### src/rtl/fsm_ring_timeout_pkg.sv
// Shared definitions for the ring FSM: idle encoding, width helper and
// the input-driven next-state rule (timeout handling lives in the top).
package fsm_ring_pkg;

  localparam int unsigned ST_IDLE = 0;

  // Ceiling log2, usable in constant expressions for derived widths.
  function automatic int clog2(input int v);
    int r;
    r = 0;
    while ((1 << r) < v) r++;
    return r;
  endfunction

  // Input-driven next state, first match wins: a&b, a&~b, ~a&b, else hold.
  function automatic int unsigned ring_next(input int unsigned st,
                                            input logic        a,
                                            input logic        b,
                                            input int unsigned state_cnt);
    if (a && b)      return state_cnt - 1;
    else if (a)      return ST_IDLE;
    else if (b)      return (st == state_cnt - 1) ? ST_IDLE : st + 1;
    else             return st;
  endfunction

endpackage

### src/rtl/fsm_ring_timeout_if.sv
// Control/status bundle of the ring FSM: controller drives en/a/b and
// observes state, decoded output, pulses and the transition count.
interface fsm_ring_timeout_if #(
  parameter int ST_W      = 2,
  parameter int CNT_WIDTH = 16
);
  logic                 en;
  logic                 a;
  logic                 b;
  logic [ST_W-1:0]      dout;
  logic [ST_W-1:0]      st_o;
  logic                 changed;
  logic                 timeout_o;
  logic [CNT_WIDTH-1:0] trans_cnt;

  modport master (
    output en, a, b,
    input  dout, st_o, changed, timeout_o, trans_cnt
  );

  modport slave (
    input  en, a, b,
    output dout, st_o, changed, timeout_o, trans_cnt
  );
endinterface

### src/rtl/fsm_ring_timeout_dwell_timer.sv
// Dwell timer: counts enabled cycles spent in a non-idle state with no
// input activity and flags the last cycle before a forced idle return.
module dwell_timer
  import fsm_ring_pkg::*;
#(
  parameter int TIMEOUT = 16
) (
  input  logic clk,
  input  logic rst_n,
  input  logic en,
  input  logic clr,
  input  logic run,
  output logic hit
);

  // A TIMEOUT of 0 disables the timer; keep a 1-bit counter so widths stay legal.
  localparam int CW = (TIMEOUT > 0) ? clog2(TIMEOUT + 1) : 1;
  localparam logic [CW-1:0] LAST = (TIMEOUT > 0) ? CW'(TIMEOUT - 1) : '0;

  logic [CW-1:0] cnt;

  // Count dwell cycles; activity, a state change or sitting in idle restarts it.
  always_ff @(posedge clk) begin
    if (!rst_n) begin
      cnt <= '0;
    end else if (en) begin
      if (clr || !run) cnt <= '0;
      else             cnt <= cnt + CW'(1);
    end
  end

  // Expiry flag for the current cycle; never asserted when the timer is disabled.
  always_comb begin
    hit = (TIMEOUT > 0) && run && (cnt == LAST);
  end

endmodule

### src/rtl/fsm_ring_timeout.sv
// Ring-style Moore FSM driven by a/b with per-state dwell timeout back to
// idle, global enable, change/timeout pulses and a wrapping change counter.
module fsm_ring_timeout
  import fsm_ring_pkg::*;
#(
  parameter int STATE_CNT = 3,
  parameter int TIMEOUT   = 16,
  parameter int CNT_WIDTH = 16
) (
  input  logic               clk,
  input  logic               rst_n,
  fsm_ring_timeout_if.slave  bus
);

  localparam int ST_W = clog2(STATE_CNT + 1);

  logic [ST_W-1:0]      st;
  logic [ST_W-1:0]      st_nx;
  logic                 take_timeout;
  logic                 hit;
  logic                 dwell_clr;
  logic                 dwell_run;
  logic                 changed_q;
  logic                 timeout_q;
  logic [CNT_WIDTH-1:0] trans_cnt_q;

  // Dwell clears on any input activity or state change and only runs outside idle.
  always_comb begin
    dwell_run = (st != ST_W'(ST_IDLE));
    dwell_clr = bus.en && (bus.a || bus.b || (st_nx != st));
  end

  dwell_timer #(
    .TIMEOUT (TIMEOUT)
  ) u_dwell (
    .clk   (clk),
    .rst_n (rst_n),
    .en    (bus.en),
    .clr   (dwell_clr),
    .run   (dwell_run),
    .hit   (hit)
  );

  // State register: reset forces idle regardless of enable or inputs.
  always_ff @(posedge clk) begin
    if (!rst_n) st <= ST_W'(ST_IDLE);
    else        st <= st_nx;
  end

  // Next state: input transitions first, timeout only when both inputs are low.
  always_comb begin
    st_nx        = ST_W'(ring_next(32'(st), bus.a, bus.b, 32'(STATE_CNT)));
    take_timeout = 1'b0;
    if (!bus.a && !bus.b && hit) begin
      st_nx        = ST_W'(ST_IDLE);
      take_timeout = 1'b1;
    end
    if (!bus.en) begin
      st_nx        = st;
      take_timeout = 1'b0;
    end
  end

  // Change/timeout pulses and wrapping change counter; self-loops do not count.
  always_ff @(posedge clk) begin
    if (!rst_n) begin
      changed_q   <= 1'b0;
      timeout_q   <= 1'b0;
      trans_cnt_q <= '0;
    end else begin
      changed_q <= (st_nx != st);
      timeout_q <= take_timeout;
      if (st_nx != st) trans_cnt_q <= trans_cnt_q + CNT_WIDTH'(1);
    end
  end

  // Moore outputs decoded from registered state.
  always_comb begin
    bus.st_o      = st;
    bus.dout      = st + ST_W'(1);
    bus.changed   = changed_q;
    bus.timeout_o = timeout_q;
    bus.trans_cnt = trans_cnt_q;
  end

endmodule
### src/flat_wrapper.sv
// flat-port wrapper written by rule: the top's interface ports become plain ports
module fsm_ring_timeout_flat import fsm_ring_pkg::*;
#(
  parameter int STATE_CNT = 3,
  parameter int TIMEOUT   = 16,
  parameter int CNT_WIDTH = 16
)
  (clk, rst_n, bus_en, bus_a, bus_b, bus_dout, bus_st_o, bus_changed, bus_timeout_o, bus_trans_cnt);
  fsm_ring_timeout_if #(.CNT_WIDTH(CNT_WIDTH)) bus_i ();
  input  logic clk;
  input  logic rst_n;
  input wire logic [$bits(bus_i.en)-1:0] bus_en;
  input wire logic [$bits(bus_i.a)-1:0] bus_a;
  input wire logic [$bits(bus_i.b)-1:0] bus_b;
  output wire logic [$bits(bus_i.dout)-1:0] bus_dout;
  output wire logic [$bits(bus_i.st_o)-1:0] bus_st_o;
  output wire logic [$bits(bus_i.changed)-1:0] bus_changed;
  output wire logic [$bits(bus_i.timeout_o)-1:0] bus_timeout_o;
  output wire logic [$bits(bus_i.trans_cnt)-1:0] bus_trans_cnt;
  assign bus_i.en = bus_en;
  assign bus_i.a = bus_a;
  assign bus_i.b = bus_b;
  assign bus_dout = bus_i.dout;
  assign bus_st_o = bus_i.st_o;
  assign bus_changed = bus_i.changed;
  assign bus_timeout_o = bus_i.timeout_o;
  assign bus_trans_cnt = bus_i.trans_cnt;
  fsm_ring_timeout #(.STATE_CNT(STATE_CNT), .TIMEOUT(TIMEOUT), .CNT_WIDTH(CNT_WIDTH)) u_core (.clk(clk), .rst_n(rst_n), .bus(bus_i));
endmodule
### config.mk
export PLATFORM = sky130hd
export DESIGN_NAME = fsm_ring_timeout_flat
export DESIGN_NICKNAME = d
export VERILOG_FILES = /design/src/rtl/fsm_ring_timeout_pkg.sv /design/src/rtl/fsm_ring_timeout_if.sv /design/src/rtl/fsm_ring_timeout_dwell_timer.sv /design/src/rtl/fsm_ring_timeout.sv /design/src/flat_wrapper.sv
export SDC_FILE = /design/constraint.sdc
export NUM_CORES = 1
export LEC_CHECK = 0
export BUFFER_PORTS_ARGS = -buffer_cell sky130_fd_sc_hd__buf_4
export CAP_MARGIN = 0
export CORE_MARGIN = 3
export CORE_UTILIZATION = 25
export DETAILED_ROUTE_END_ITERATION = 10
export GPL_ROUTABILITY_DRIVEN = 0
export PLACE_DENSITY = 0.47
export SLEW_MARGIN = 5
export SYNTH_ARGS = -nofsm -noshare
export SYNTH_HDL_FRONTEND = slang
export SYNTH_SLANG_ARGS = --single-unit
### constraint.sdc
create_clock -name clk -period 2 [get_ports clk]
set_input_delay 0.3 -clock clk [delete_from_list [all_inputs] [get_ports clk]]
set_output_delay 0.3 -clock clk [all_outputs]
set_load 0.02 [all_outputs]
# Yosys cells after proc, flatten, opt, wreduce, memory -nomap -nowiden
# Index checks and enable logic that the tools add are counted.
[op_classes] n_addsub=4 n_mul=0 div_mod_pow=0 order_cmp=0 eq_ne=3 shifts=0 mux=8 bitwise_logic=0 reduce_logical=13
[ops] op="adder 16 x 1 -> 16 bit, second input constant" n=1
[ops] op="2-to-1 mux 2 bit" n=6
[ops] op="adder 5 x 1 -> 5 bit, second input constant" n=1
[ops] op="equality test 5 x 4 -> 1 bit, second input constant" n=1
[ops] op="logical AND 1 bit" n=5
[ops] op="2-to-1 mux 5 bit" n=1
[ops] op="adder 2 x 1 -> 2 bit, second input constant" n=2
[ops] op="logical NOT 1 bit" n=3
[ops] op="logical OR 1 bit" n=3
[ops] op="equality test 2 bit, second input constant" n=1
[ops] op="!= test 2 bit" n=1
[ops] op="AND reduction 2 bit" n=1
[ops] op="nonzero test 2 bit" n=1
[ops] op="2-to-1 mux 1 bit" n=1
[totals] ff_bits=25 latch_bits=0 ram_bits=0 rom_bits=0 in_bits=5 output_inout_bits=22 elab_cells=33 memories=0

# Longest topological paths before layout
# Gate-level depths: netlist of the first run.
[depth] depth_word=12 ltp_mapped=10 depth_no_buf=8

# Modules after synthesis
# A second synthesis of the first run with hierarchy kept.
[hier_totals] cells_unflattened=149 hier_area_um2=1320.0
[modules_own_cells] mod="fsm_ring_timeout" instances=1 cells_each=123 area_per_inst_um2=1043.5 seq_area_each_um2=400.4
[modules_own_cells] mod="dwell_timer" instances=1 cells_each=26 area_per_inst_um2=276.5 seq_area_each_um2=100.1

# Worst setup path after synthesis of the first run
# No wires, ideal clock.
[synth_path] path_kind="flip-flop to flip-flop" from="register u_core.st[0], in the netlist u_core.bus.st_o[0]" to="register u_core.trans_cnt_q[14], in the netlist u_core.bus.trans_cnt[14]" setup_time_ps=70 arrival_time_ps=2287 required_ps=1930 setup_slack_ps=-358 stages_incl_launch_ff=9 path_buffers=1 synth_period_minus_slack_ps=2358 cell_sequence="dfxtp_1 > inv_1 > ha_1 > nand2b_4 > o21bai_1 > a221oi_4 > buf_6 > or4_1 > a21oi_1"
[synth_via] elab_chain_len=8 elab_cells_between_ends=12 classes_between="add/sub (1); eq/ne (2); mux (6); reduce/logical (3)"
[synth_rtl] item="start, declared" line="fsm_ring_timeout.sv:17" source="logic [ST_W-1:0] st;"
[synth_rtl] item="start signal, assigned" line="fsm_ring_timeout.sv:46" source="if (!rst_n) st <= ST_W'(ST_IDLE);"
[synth_rtl] item="start signal, assigned" line="fsm_ring_timeout.sv:47" source="else st <= st_nx;"
[synth_rtl] item="adder 2 x 1 -> 2 bit or equality test 2 bit (tied branches)" line="fsm_ring_timeout_pkg.sv:22" source="else if (b) return (st == state_cnt - 1) ? ST_IDLE : st + 1;"
[synth_rtl] item="2-to-1 mux 2 bit (2 in series)" line="fsm_ring_timeout_pkg.sv:22"
[synth_rtl] item="2-to-1 mux 2 bit" line="fsm_ring_timeout_pkg.sv:21" source="else if (a) return ST_IDLE;"
[synth_rtl] item="2-to-1 mux 2 bit" line="fsm_ring_timeout_pkg.sv:20" source="if (a && b) return state_cnt - 1;"
[synth_rtl] item="2-to-1 mux 2 bit" line="fsm_ring_timeout.sv:54" source="if (!bus.a && !bus.b && hit) begin"
[synth_rtl] item="2-to-1 mux 2 bit" line="fsm_ring_timeout.sv:58" source="if (!bus.en) begin"
[synth_rtl] item="!= test 2 bit (*)" line="fsm_ring_timeout.sv:73" source="if (st_nx != st) trans_cnt_q <= trans_cnt_q + CNT_WIDTH'(1);"
[synth_rtl] item="end signal, assigned" line="fsm_ring_timeout.sv:73"
[synth_rtl] item="end, declared" line="fsm_ring_timeout.sv:25" source="logic [CNT_WIDTH-1:0] trans_cnt_q;"
# Mark *: on every way between the ends. The rest lies on a longest branch, timed or not.
# A chain may end at the register's enable or synchronous reset.

# Worst setup path after layout of the first run
[layout_path] from="register u_core.u_dwell.cnt[1]" to="register u_core.u_dwell.cnt[3]"
[layout_via] elab_chain_len=10 elab_cells_between_ends=11 classes_between="add/sub (1); eq/ne (2); mux (3); reduce/logical (5)"
[layout_rtl] item="start, declared" line="fsm_ring_timeout_dwell_timer.sv:20" source="logic [CW-1:0] cnt;"
[layout_rtl] item="start signal, assigned" line="fsm_ring_timeout_dwell_timer.sv:28" source="else cnt <= cnt + CW'(1);"
[layout_rtl] item="equality test 5 x 4 -> 1 bit" line="fsm_ring_timeout_dwell_timer.sv:34" source="hit = (TIMEOUT > 0) && run && (cnt == LAST);"
[layout_rtl] item="logical AND 1 bit" line="fsm_ring_timeout_dwell_timer.sv:34"
[layout_rtl] item="logical AND 1 bit" line="fsm_ring_timeout.sv:54"
[layout_rtl] item="2-to-1 mux 2 bit" line="fsm_ring_timeout.sv:54"
[layout_rtl] item="2-to-1 mux 2 bit" line="fsm_ring_timeout.sv:58"
[layout_rtl] item="!= test 2 bit" line="fsm_ring_timeout.sv:30" source="dwell_clr = bus.en && (bus.a || bus.b || (st_nx != st));"
[layout_rtl] item="logical OR 1 bit" line="fsm_ring_timeout.sv:30"
[layout_rtl] item="logical AND 1 bit" line="fsm_ring_timeout.sv:30"
[layout_rtl] item="logical OR 1 bit" line="fsm_ring_timeout_dwell_timer.sv:27" source="if (clr || !run) cnt <= '0;"
[layout_rtl] item="2-to-1 mux 5 bit (*)" line="fsm_ring_timeout_dwell_timer.sv:27"
# Marked as above.

==> results.json, run 1 <==
{
  "period_needed_ns": 2.07,
  "most_frequent_standard_cell_in_the_layout_excluding_fill_and_tap_cells": "sky130_fd_sc_hd__buf_4",
  "outcome": "finished with violations",
  "grt_pass1_vias": 1436,
  "violations": "setup timing",
  "grt_setup_unrepaired": "true",
  "layout.nets": 216,
  "syn_inst": 159,
  "core_area_um2": 5240,
  "fin_area_um2": 2000,
  "drive_above_1_share_pct": 39.2,
  "antenna_left": 0,
  "floorplan.initialDensity_pct": 26.6,
  "die_height_um": 80.6,
  "max_clock_freq_ghz": 0.482,
  "number_of_flops_mapped_to_enable_cells_by_yosys": 0,
  "synth_async_sr_flop_share_pct": 0,
  "drv_slew": 0,
  "fin_tns_setup_ns": -0.358,
  "clk_latency_ns": 0.28,
  "grt_max_degree": 17,
  "maximum_capacitance_violations": 0,
  "timing.critical_path.cells": "ha_4 > and3_4 > ha_4 > nand2b_4 > o21bai_4 > a221oi_4 > buf_12 > buf_6 > nand2_4 > o41ai_4",
  "finalHoldViolCount": 0,
  "endpoint_kind": "flop",
  "fin_total_pwr_mw": 1.07,
  "grtUsageTotal_pct": 13.6,
  "synthDistinctLibCells": 42,
  "cts.reportedPaths.clkPinSlew_ns": 0.10,
  "most-common-layout-cells": "sky130_fd_sc_hd__buf_4, sky130_fd_sc_hd__dfxtp_1, sky130_fd_sc_hd__a21oi_1",
  "buffer_ports.inserted": 26,
  "dieWidth_um": 80.6,
  "final_std_cells_w_o_fill": 274,
  "clock_tree.htree_level_count": 1,
  "cts_tree": "done",
  "min_period_over_period_pct": 104,
  "cts_buffers": 3,
  "crit_path_start_kind": "flop",
  "leakage_nw": 0.743,
  "synth-warning-count": 0,
  "final_critical_path_setup_slack_ns": -0.0726,
  "drt_iter0_markers": 57,
  "num_vias": 1376,
  "relSlewSlack_pct": 79.4,
  "route.detailed.wl_per_inst_um": 14.6,
  "clk_root_buffer_cell": "sky130_fd_sc_hd__clkbuf_8",
  "route.detailed.drc": 0,
  "worstHoldPathType": "input pin to flop",
  "diodes": 0,
  "power.density_nw_per_um2": 534,
  "cts.hold.buffers_added": 0,
  "critical_path_arrival_ns": 2.26,
  "synth.net_count": 170,
  "hpwlAfterDp_um": 2580,
  "detailed_place.area_um2": 1750,
  "synth_ff_type": "sky130_fd_sc_hd__dfxtp_1",
  "worst_slack_at_placement_ns": -0.135,
  "final.hold.worst_slack_ns": 0.330,
  "worst_slew_pin_slew_ns": 0.308,
  "critical_path.slowest_cell": "sky130_fd_sc_hd__dfxtp_4",
  "grt_pass1_wl_um": 6900,
  "rows": 26,
  "avgSynthCellArea_um2": 8.75,
  "num_io_pins": 27,
  "worstPathMaxFanout": 6,
  "cts_num_sinks": 25,
  "cts_buffer_depth": 2,
  "final.fill_count": 547,
  "vias_per_cell": 5.02,
  "mappedNetlistArea_um2": 1390,
  "yosys_register_bits": 25,
  "yosysSeqAreaShare_pct": 36.0,
  "worstSetupPathType": "flop to flop",
  "final_core_utilization_pct": 38.3,
  "clock-skew-final_ns": 0.00782,
  "antenna_found_initial": 0,
  "grt_overflow_total": 0,
  "report.final.setup_viol": 10,
  "cp_slowest_stage_delay_ns": 0.37,
  "floorplan.die_area_um2": 6500,
  "drt_first_pass_iters": 4,
  "finalWirelength_um": 3990,
  "area_delta_synth_final_pct": 44.1,
  "cp_common_cell": "sky130_fd_sc_hd__ha_4",
  "placedCellCount": 261,
  "vdd_drop_max_v": 0.000297,
  "critical_path_required_ns": 2.19
}
==> flip-flops by register name, summed over array words and instances (netlist names) <==
| signal | count |
|---|---|
| u_core.bus.timeout_o | 1 |
| u_core.bus.trans_cnt | 16 |
| u_core.bus.changed | 1 |
| u_core.bus.st_o | 2 |
| u_core.u_dwell.cnt | 5 |
==> cells by family (layout without fill, tap and decap cells) <==
family / count (synthesis) / in the layout / share of synthesized area, %
fa+ha+maj: 6 / 6 / 5.40
flops: 25 / 25 / 36.0
simple gates: 63 / 63 / 26.6
compound gates: 48 / 48 / 24.1
buf+inv: 16 / 61 / 7.19
mux: 1 / 1 / 0.719
==> per-layer routing <==
layer / track usage [%] / share of wire, % / routed length, µm / vias up
li1: - / - / - / 689
met1: 17.4 / 45 / 1790 / 655
met2: 22.8 / 50 / 1990 / 30
met3: 3.25 / 5.1 / 205 / 2
met4: 3.38 / 0.35 / 14 / 0
met5: 0 / 0 / 0 / -
==> power by group <==
part / total [mW] / internal (mW) / switching [mW]
clock: 0.327 / 0.143 / 0.184
combinational: 0.234 / 0.115 / 0.120
sequential: 0.509 / 0.502 / 0.00656
==> area by class of cell <==
type | count | area [µm²] | area share, %
multi-input combinational | 118 | 913 | 45.6
inverter | 7 | 26.3 | 1.31
clock inverter | 1 | 6.26 | 0.312
sequential | 25 | 510 | 25.5
clock buffer | 3 | 41.3 | 2.06
timing repair buffer | 50 | 419 | 20.9
tap | 70 | 87.6 | 4.37
==> final timing paths <==
path              depth (start not counted)                  start  slack [ns]                 endpoint
setup / recovery                         10  u_core.u_dwell.cnt[1]       -0.07    u_core.u_dwell.cnt[3]
hold / removal                            2                  rst_n        0.33  u_core.bus.trans_cnt[9]
setup reg to reg                         10  u_core.u_dwell.cnt[1]       -0.07    u_core.u_dwell.cnt[3]
hold reg to reg                           2  u_core.u_dwell.cnt[4]        0.49    u_core.u_dwell.cnt[4]
==> synth_stat cells (all sizes together), types with 3 or more instances <==
cell type | number | area, µm²
a21oi | 17 | 88.8
o21ai | 7 | 35.0
ha | 6 | 75.1
nand4 | 5 | 31.3
or4 | 6 | 45.0
and3 | 4 | 26.3
dfxtp | 25 | 500
buf | 5 | 48.8
or3 | 6 | 37.5
o31ai | 10 | 75.1
nor4 | 3 | 18.8
nand3 | 9 | 45.0
nand2 | 10 | 45.0
nand2b | 3 | 26.3
clkbuf | 4 | 25.0
inv | 5 | 18.8
o211ai | 3 | 22.5
nor2 | 7 | 26.3
==> what timing repair did <==
action / 4_1_cts / 5_1_grt
cloned: 1 / 0
endpoints found under the setup margin: 14 / 20
pin swaps: 23 / 4
setup buffers: 6 / 3
gates resized for setup: 16 / 12
==> worst max-delay path, delay by kind of cell, from the launching register on <==
| family | cells | cell delay [ns] |
|---|---|---|
| compound gates | 3 | 0.72 |
| fa+ha+maj | 2 | 0.33 |
| flops | 1 | 0.37 |
| simple gates | 3 | 0.31 |
| buf+inv | 2 | 0.25 |
(Power assumes the default switching activity.)
==> run 2: changes to the inputs <==
- CORE_UTILIZATION: 25 -> 49
- PLACE_DENSITY: 0.47 -> 0.78
- SLEW_MARGIN: 5 -> 20
==> run 2 against run 1 <==
  * The run still ends with setup timing left
  * Cell count fell by 16%
  * Flip-flop and latch count did not move
  * Clock power fell by 28%
  * Count of clock-buffer cells in the layout did not move
  * Die area fell by 46%
  * Total power fell by 10%
  * Highest routed layer unchanged
  * Setup slack improved by 0.026 ns
  * Critical endpoint is now u_core.u_dwell.cnt[2]
  * Non-clock buffer count fell by 3
  * Global-route usage rose by 8.2 points
  * Combinational power fell by 7%
  * Maximum frequency rose by 1.3%
==> results.json, run 2 (same netlist as run 1, synthesis figures left out) <==
{
  "detailed_place.area_um2": 1700,
  "floorplan.initialDensity_pct": 53.7,
  "worstSetupPathType": "flop to flop",
  "cp_slowest_stage_delay_ns": 0.41,
  "clock-skew-final_ns": 0.00822,
  "diodes": 0,
  "final.hold.worst_slack_ns": 0.250,
  "layout.nets": 213,
  "rows": 18,
  "min_period_over_period_pct": 102,
  "report.final.setup_viol": 7,
  "route.detailed.drc": 0,
  "num_vias": 1378,
  "final.fill_count": 190,
  "maximum_capacitance_violations": 0,
  "grt_pass1_wl_um": 5970,
  "worstPathMaxFanout": 5,
  "worst_slew_pin_slew_ns": 0.356,
  "grt_max_degree": 22,
  "dieWidth_um": 59.3,
  "route.detailed.wl_per_inst_um": 16.0,
  "clock_tree.htree_level_count": 1,
  "worstHoldPathType": "input pin to flop",
  "critical_path_arrival_ns": 2.30,
  "rr_startpoint": "u_core.u_dwell.cnt[1]",
  "clk_latency_ns": 0.33,
  "clk_root_buffer_cell": "sky130_fd_sc_hd__clkbuf_4",
  "cts_tree": "done",
  "multi_input_area_um2": 935,
  "antenna_left": 0,
  "outcome": "finished with violations",
  "fin_total_pwr_mw": 0.961,
  "floorplan.die_area_um2": 3510,
  "hpwlAfterDp_um": 2420,
  "critical_path_required_ns": 2.26,
  "cts_num_sinks": 25,
  "finalWirelength_um": 3690,
  "largest_register_ff_count": 16,
  "grt_pass1_vias": 1301,
  "fin_area_um2": 1930,
  "drv_slew": 0,
  "final_critical_path_setup_slack_ns": -0.0468,
  "period_needed_ns": 2.05,
  "vias_per_cell": 5.97,
  "core_area_um2": 2590,
  "regToRegSetupSlack_ns": -0.05,
  "cts_buffers": 3,
  "grtUsageTotal_pct": 21.8,
  "antenna_found_initial": 0,
  "violations": "setup timing",
  "num_io_pins": 27,
  "drive_above_1_share_pct": 40.8,
  "critPathTopFamily": "compound AO/OA/AOI/OAI gates",
  "cts_buffer_depth": 2,
  "timing.critical_path.cells": "ha_4 > and3_4 > ha_4 > nand2b_4 > o21bai_4 > a221oi_4 > buf_12 > buf_8 > nand2_8 > o31ai_1",
  "relSlewSlack_pct": 76.1,
  "die_height_um": 59.3,
  "grt_setup_unrepaired": "true",
  "drt_first_pass_iters": 4,
  "cts.reportedPaths.clkPinSlew_ns": 0.14,
  "buffer_ports.inserted": 26,
  "leakage_nw": 0.725,
  "cp_common_cell": "sky130_fd_sc_hd__ha_4",
  "fin_tns_setup_ns": -0.143,
  "vdd_drop_max_v": 0.000541,
  "endpoint_kind": "flop",
  "seqCellArea_um2": 508,
  "power.density_nw_per_um2": 498,
  "cts.hold.buffers_added": 0,
  "hold_path_start": "rst_n",
  "finalHoldViolCount": 0,
  "area_delta_synth_final_pct": 38.8,
  "max_clock_freq_ghz": 0.489,
  "worst_slack_at_placement_ns": -0.181,
  "worst-path-buf-inv": 2,
  "most-common-layout-cells": "sky130_fd_sc_hd__buf_4, sky130_fd_sc_hd__dfxtp_1, sky130_fd_sc_hd__a21oi_1, sky130_fd_sc_hd__nand3_1, sky130_fd_sc_hd__nand2_1",
  "most_frequent_standard_cell_in_the_layout_excluding_fill_and_tap_cells": "sky130_fd_sc_hd__buf_4",
  "grt_overflow_total": 0,
  "critical_path.slowest_cell": "sky130_fd_sc_hd__a221oi_4",
  "critical_path.startpoint": "u_core.u_dwell.cnt[1]",
  "drt_iter0_markers": 71,
  "crit_path_start_kind": "flop"
}
-- run 2: cell types whose count changed in the layout (fill, tap and decap cells not counted), moves of 2 or more --
cell                       change
sky130_fd_sc_hd__a21oi_1       -3
sky130_fd_sc_hd__a21oi_2       +3
sky130_fd_sc_hd__buf_6         -3
sky130_fd_sc_hd__clkbuf_4      +3
sky130_fd_sc_hd__clkbuf_8      -3
sky130_fd_sc_hd__or3_1         +2
sky130_fd_sc_hd__or3_4         -2
-- run 2: final timing paths --
kind                                                 end  cells after the start
worst max-delay path               u_core.u_dwell.cnt[2]                     10
worst min-delay path             u_core.bus.trans_cnt[9]                      2
worst max register to register     u_core.u_dwell.cnt[2]                     10
worst min register to register  u_core.bus.trans_cnt[15]                      2
-- run 2: area by class of cell --
cell class              instances  share of cell area, %
clock buffers                   3                   1.17
repair buffers                 47                   20.6
inverters                       7                   1.36
multi-input cells             118                   48.4
flip-flops and latches         25                   26.3
clock inverters                 1                  0.259
well taps                      30                   1.94
-- run 2: metrics by stage --
step	util, %	instances
finish	74.6	231
global route	74.6	231
CTS	70.7	229
detailed placement	65.5	221
global placement	65.5	221
floorplan	-	159
-- run 2: where the power goes --
part | total, mW | switching, mW | internal (mW)
Combinational | 0.217 | 0.116 | 0.101
Sequential | 0.510 | 0.00607 | 0.504
Clock | 0.234 | 0.158 | 0.0752
Total | 0.961 | 0.281 | 0.680
-- run 2: repair_timing --
action                                  CTS  global route
endpoints found under the setup margin   18            20
hold endpoints to repair                  0             0
pin swaps                                14            18
buffers inserted                          3             3
gates cloned                              1             1
gates resized for setup                  11            21
-- run 2: routing by layer --
| layer | part of all wire, % | wire, µm | global-route usage [%] |
|---|---|---|---|
| met1 | 42 | 1560 | 27.1 |
| met2 | 52 | 1930 | 38.4 |
| met3 | 4.6 | 170 | 5.01 |
| met4 | 0.70 | 26 | 3.56 |
| met5 | 0 | 0 | 0 |
==> run 3: changes to the inputs <==
- REMOVE_ABC_BUFFERS: unset -> 1
==> run 3 against run 2 <==
  * Die area unchanged
  * Design area increased by 0.97%
  * Combinational power increased by 7%
  * First-iteration DRC count increased by 52%
  * Maximum frequency decreased by 5.5%
  * Count of clock-buffer cells in the layout unchanged
  * Routed wire length increased by 6.9%
  * Non-clock buffer count increased by 4
  * Clock power increased by 8%
  * The run still ends with setup timing left
  * Critical path type unchanged
  * Largest cell class unchanged
==> results.json, run 3 (same netlist as run 1, synthesis figures left out) <==
{
  "outcome": "finished with violations",
  "violations": "setup timing",
  "ff2ff_path_depth": 10,
  "crit_path_start_kind": "flop",
  "cts_tree": "done",
  "vias_per_cell": 6.20,
  "grt_pass1_vias": 1280,
  "clk_root_buffer_cell": "sky130_fd_sc_hd__clkbuf_4",
  "critical_path.endpoint": "u_core.bus.trans_cnt[11]",
  "worstHoldPathType": "input pin to flop",
  "dieWidth_um": 59.3,
  "grt_max_degree": 34,
  "most_frequent_standard_cell_in_the_layout_excluding_fill_and_tap_cells": "sky130_fd_sc_hd__buf_4",
  "buffer_ports.inserted": 26,
  "cts_num_sinks": 25,
  "p_switching_mw": 0.301,
  "period_needed_ns": 2.17,
  "timing.critical_path.cells": "ha_4 > and3_4 > ha_4 > nand2b_4 > o21bai_4 > a221oi_4 > buf_12 > buf_4 > o41ai_1 > a21oi_2",
  "combinationalPowerShare_pct": 23.4,
  "grt_setup_unrepaired": "true",
  "grtUsageTotal_pct": 21.1,
  "cp_common_cell": "sky130_fd_sc_hd__ha_4",
  "antenna_found_initial": 0,
  "num_io_pins": 27,
  "worst_slack_at_placement_ns": -0.205,
  "cts_buffer_depth": 2,
  "report.final.setup_viol": 14,
  "route.detailed.wl_per_inst_um": 16.8,
  "layout.nets": 217,
  "fin_area_um2": 1950,
  "clk_network_pwr_share_pct": 25.3,
  "route.detailed.drc": 0,
  "worstPathMaxFanout": 5,
  "finalHoldViolCount": 0,
  "num_vias": 1458,
  "grt_pass1_wl_um": 5750,
  "hpwlAfterDp_um": 2350,
  "final_critical_path_setup_slack_ns": -0.167,
  "grt_overflow_total": 0,
  "area_delta_synth_final_pct": 40.2,
  "floorplan.die_area_um2": 3510,
  "finalWirelength_um": 3940,
  "max_clock_freq_ghz": 0.462,
  "power.density_nw_per_um2": 510,
  "critical_path_required_ns": 2.24,
  "cts_buffers": 3,
  "drt_first_pass_iters": 4,
  "die_height_um": 59.3,
  "final.hold.worst_slack_ns": 0.244,
  "cp_slowest_stage_delay_ns": 0.47,
  "drt_iter0_markers": 108,
  "drv_slew": 0,
  "floorplan.initialDensity_pct": 53.7,
  "min_period_over_period_pct": 108,
  "core_area_um2": 2590,
  "relSlewSlack_pct": 69.9,
  "diodes": 0,
  "largest_register_ff_count": 16,
  "critical_path.slowest_cell": "sky130_fd_sc_hd__o41ai_1",
  "worstSetupPathType": "flop to flop",
  "intPower_mw": 0.694,
  "most-common-layout-cells": "sky130_fd_sc_hd__buf_4, sky130_fd_sc_hd__dfxtp_1, sky130_fd_sc_hd__a21oi_1, sky130_fd_sc_hd__nand3_1, sky130_fd_sc_hd__nand2_1",
  "rr_startpoint": "u_core.u_dwell.cnt[0]",
  "clock-skew-final_ns": 0.00904,
  "regToRegSetupSlack_ns": -0.17,
  "power.share.sequential_pct": 51.3,
  "cts.reportedPaths.clkPinSlew_ns": 0.16,
  "leakage_nw": 0.752,
  "clock_tree.htree_level_count": 1,
  "critical_path_arrival_ns": 2.40,
  "vdd_drop_max_v": 0.000423,
  "final_core_utilization_pct": 75.3,
  "critical_path.startpoint": "u_core.u_dwell.cnt[0]",
  "rr_endpoint": "u_core.bus.trans_cnt[11]",
  "detailed_place.area_um2": 1680,
  "worst_slew_pin_slew_ns": 0.446,
  "endpoint_kind": "flop",
  "sw_frac_of_total_pct": 30.3,
  "antenna_left": 0,
  "maximum_capacitance_violations": 0,
  "clk_latency_ns": 0.33,
  "drive_above_1_share_pct": 39.5,
  "rows": 18
}
run 3: worst min-delay path by stage:
| stage | from | to | slack [ns] | cells after the start |
|---|---|---|---|---|
| floorplan | bus_en | u_core.u_dwell.cnt[1] | 0.39 | 1 |
| global placement | u_core.u_dwell.cnt[4] | u_core.u_dwell.cnt[4] | 0.46 | 2 |
| detailed placement | u_core.u_dwell.cnt[4] | u_core.u_dwell.cnt[4] | 0.46 | 2 |
| CTS | rst_n | u_core.bus.trans_cnt[9] | 0.25 | 2 |
| global route | rst_n | u_core.bus.trans_cnt[9] | 0.23 | 2 |
| finish | rst_n | u_core.bus.trans_cnt[9] | 0.24 | 2 |
run 3: repair_timing:
| action | CTS | global route |
|---|---|---|
| gates cloned | 0 | 1 |
| endpoints found under the setup margin | 20 | 22 |
| pin swaps | 0 | 11 |
| buffers inserted | 2 | 7 |
| gates resized for setup | 6 | 28 |
| hold buffers | 0 | 0 |
run 3: cell type report:
| class | count | area (µm²) |
|---|---|---|
| inverters | 7 | 26.3 |
| multi-input cells | 118 | 922 |
| well taps | 30 | 37.5 |
| clock inverters | 1 | 5.00 |
| fillers | 168 | 639 |
| clock buffers | 3 | 22.5 |
| flip-flops and latches | 25 | 504 |
| repair buffers | 51 | 433 |
run 3: critical path: cells and delay by family, from the launching register on:
family | cells | cell delay [ns]
compound gates | 4 | 0.85
fa+ha+maj | 2 | 0.27
buf+inv | 2 | 0.30
flops | 1 | 0.38
simple gates | 2 | 0.27
run 3: per-layer routing:
layer | vias to the layer above | wire length (µm) | global-route usage [%]
met2 | 66 | 1880 | 32.8
met4 | 0 | 87 | 10.4
met1 | 688 | 1720 | 28.4
met3 | 12 | 259 | 3.05
met5 | - | 0 | 0
li1 | 692 | - | -
run 3: stage by stage:
stage	setup TNS [ns]	power [mW]	std cells
global placement	-0.876	0.677	221
finish	-0.973	0.995	235
floorplan	-9.91	0.602	150
global route	-2.19	1.04	235
CTS	-0.449	0.926	227
detailed placement	-2.24	0.682	221
run 3: power groups by stage:
stage / Combinational (mW) / Clock [mW] / Sequential [mW]
after floorplan: 0.0723 / 0 / 0.530
after global placement: 0.156 / 0 / 0.521
after detailed placement: 0.161 / 0 / 0.521
after CTS: 0.167 / 0.249 / 0.510
after global routing: 0.249 / 0.278 / 0.512
final: 0.233 / 0.252 / 0.511
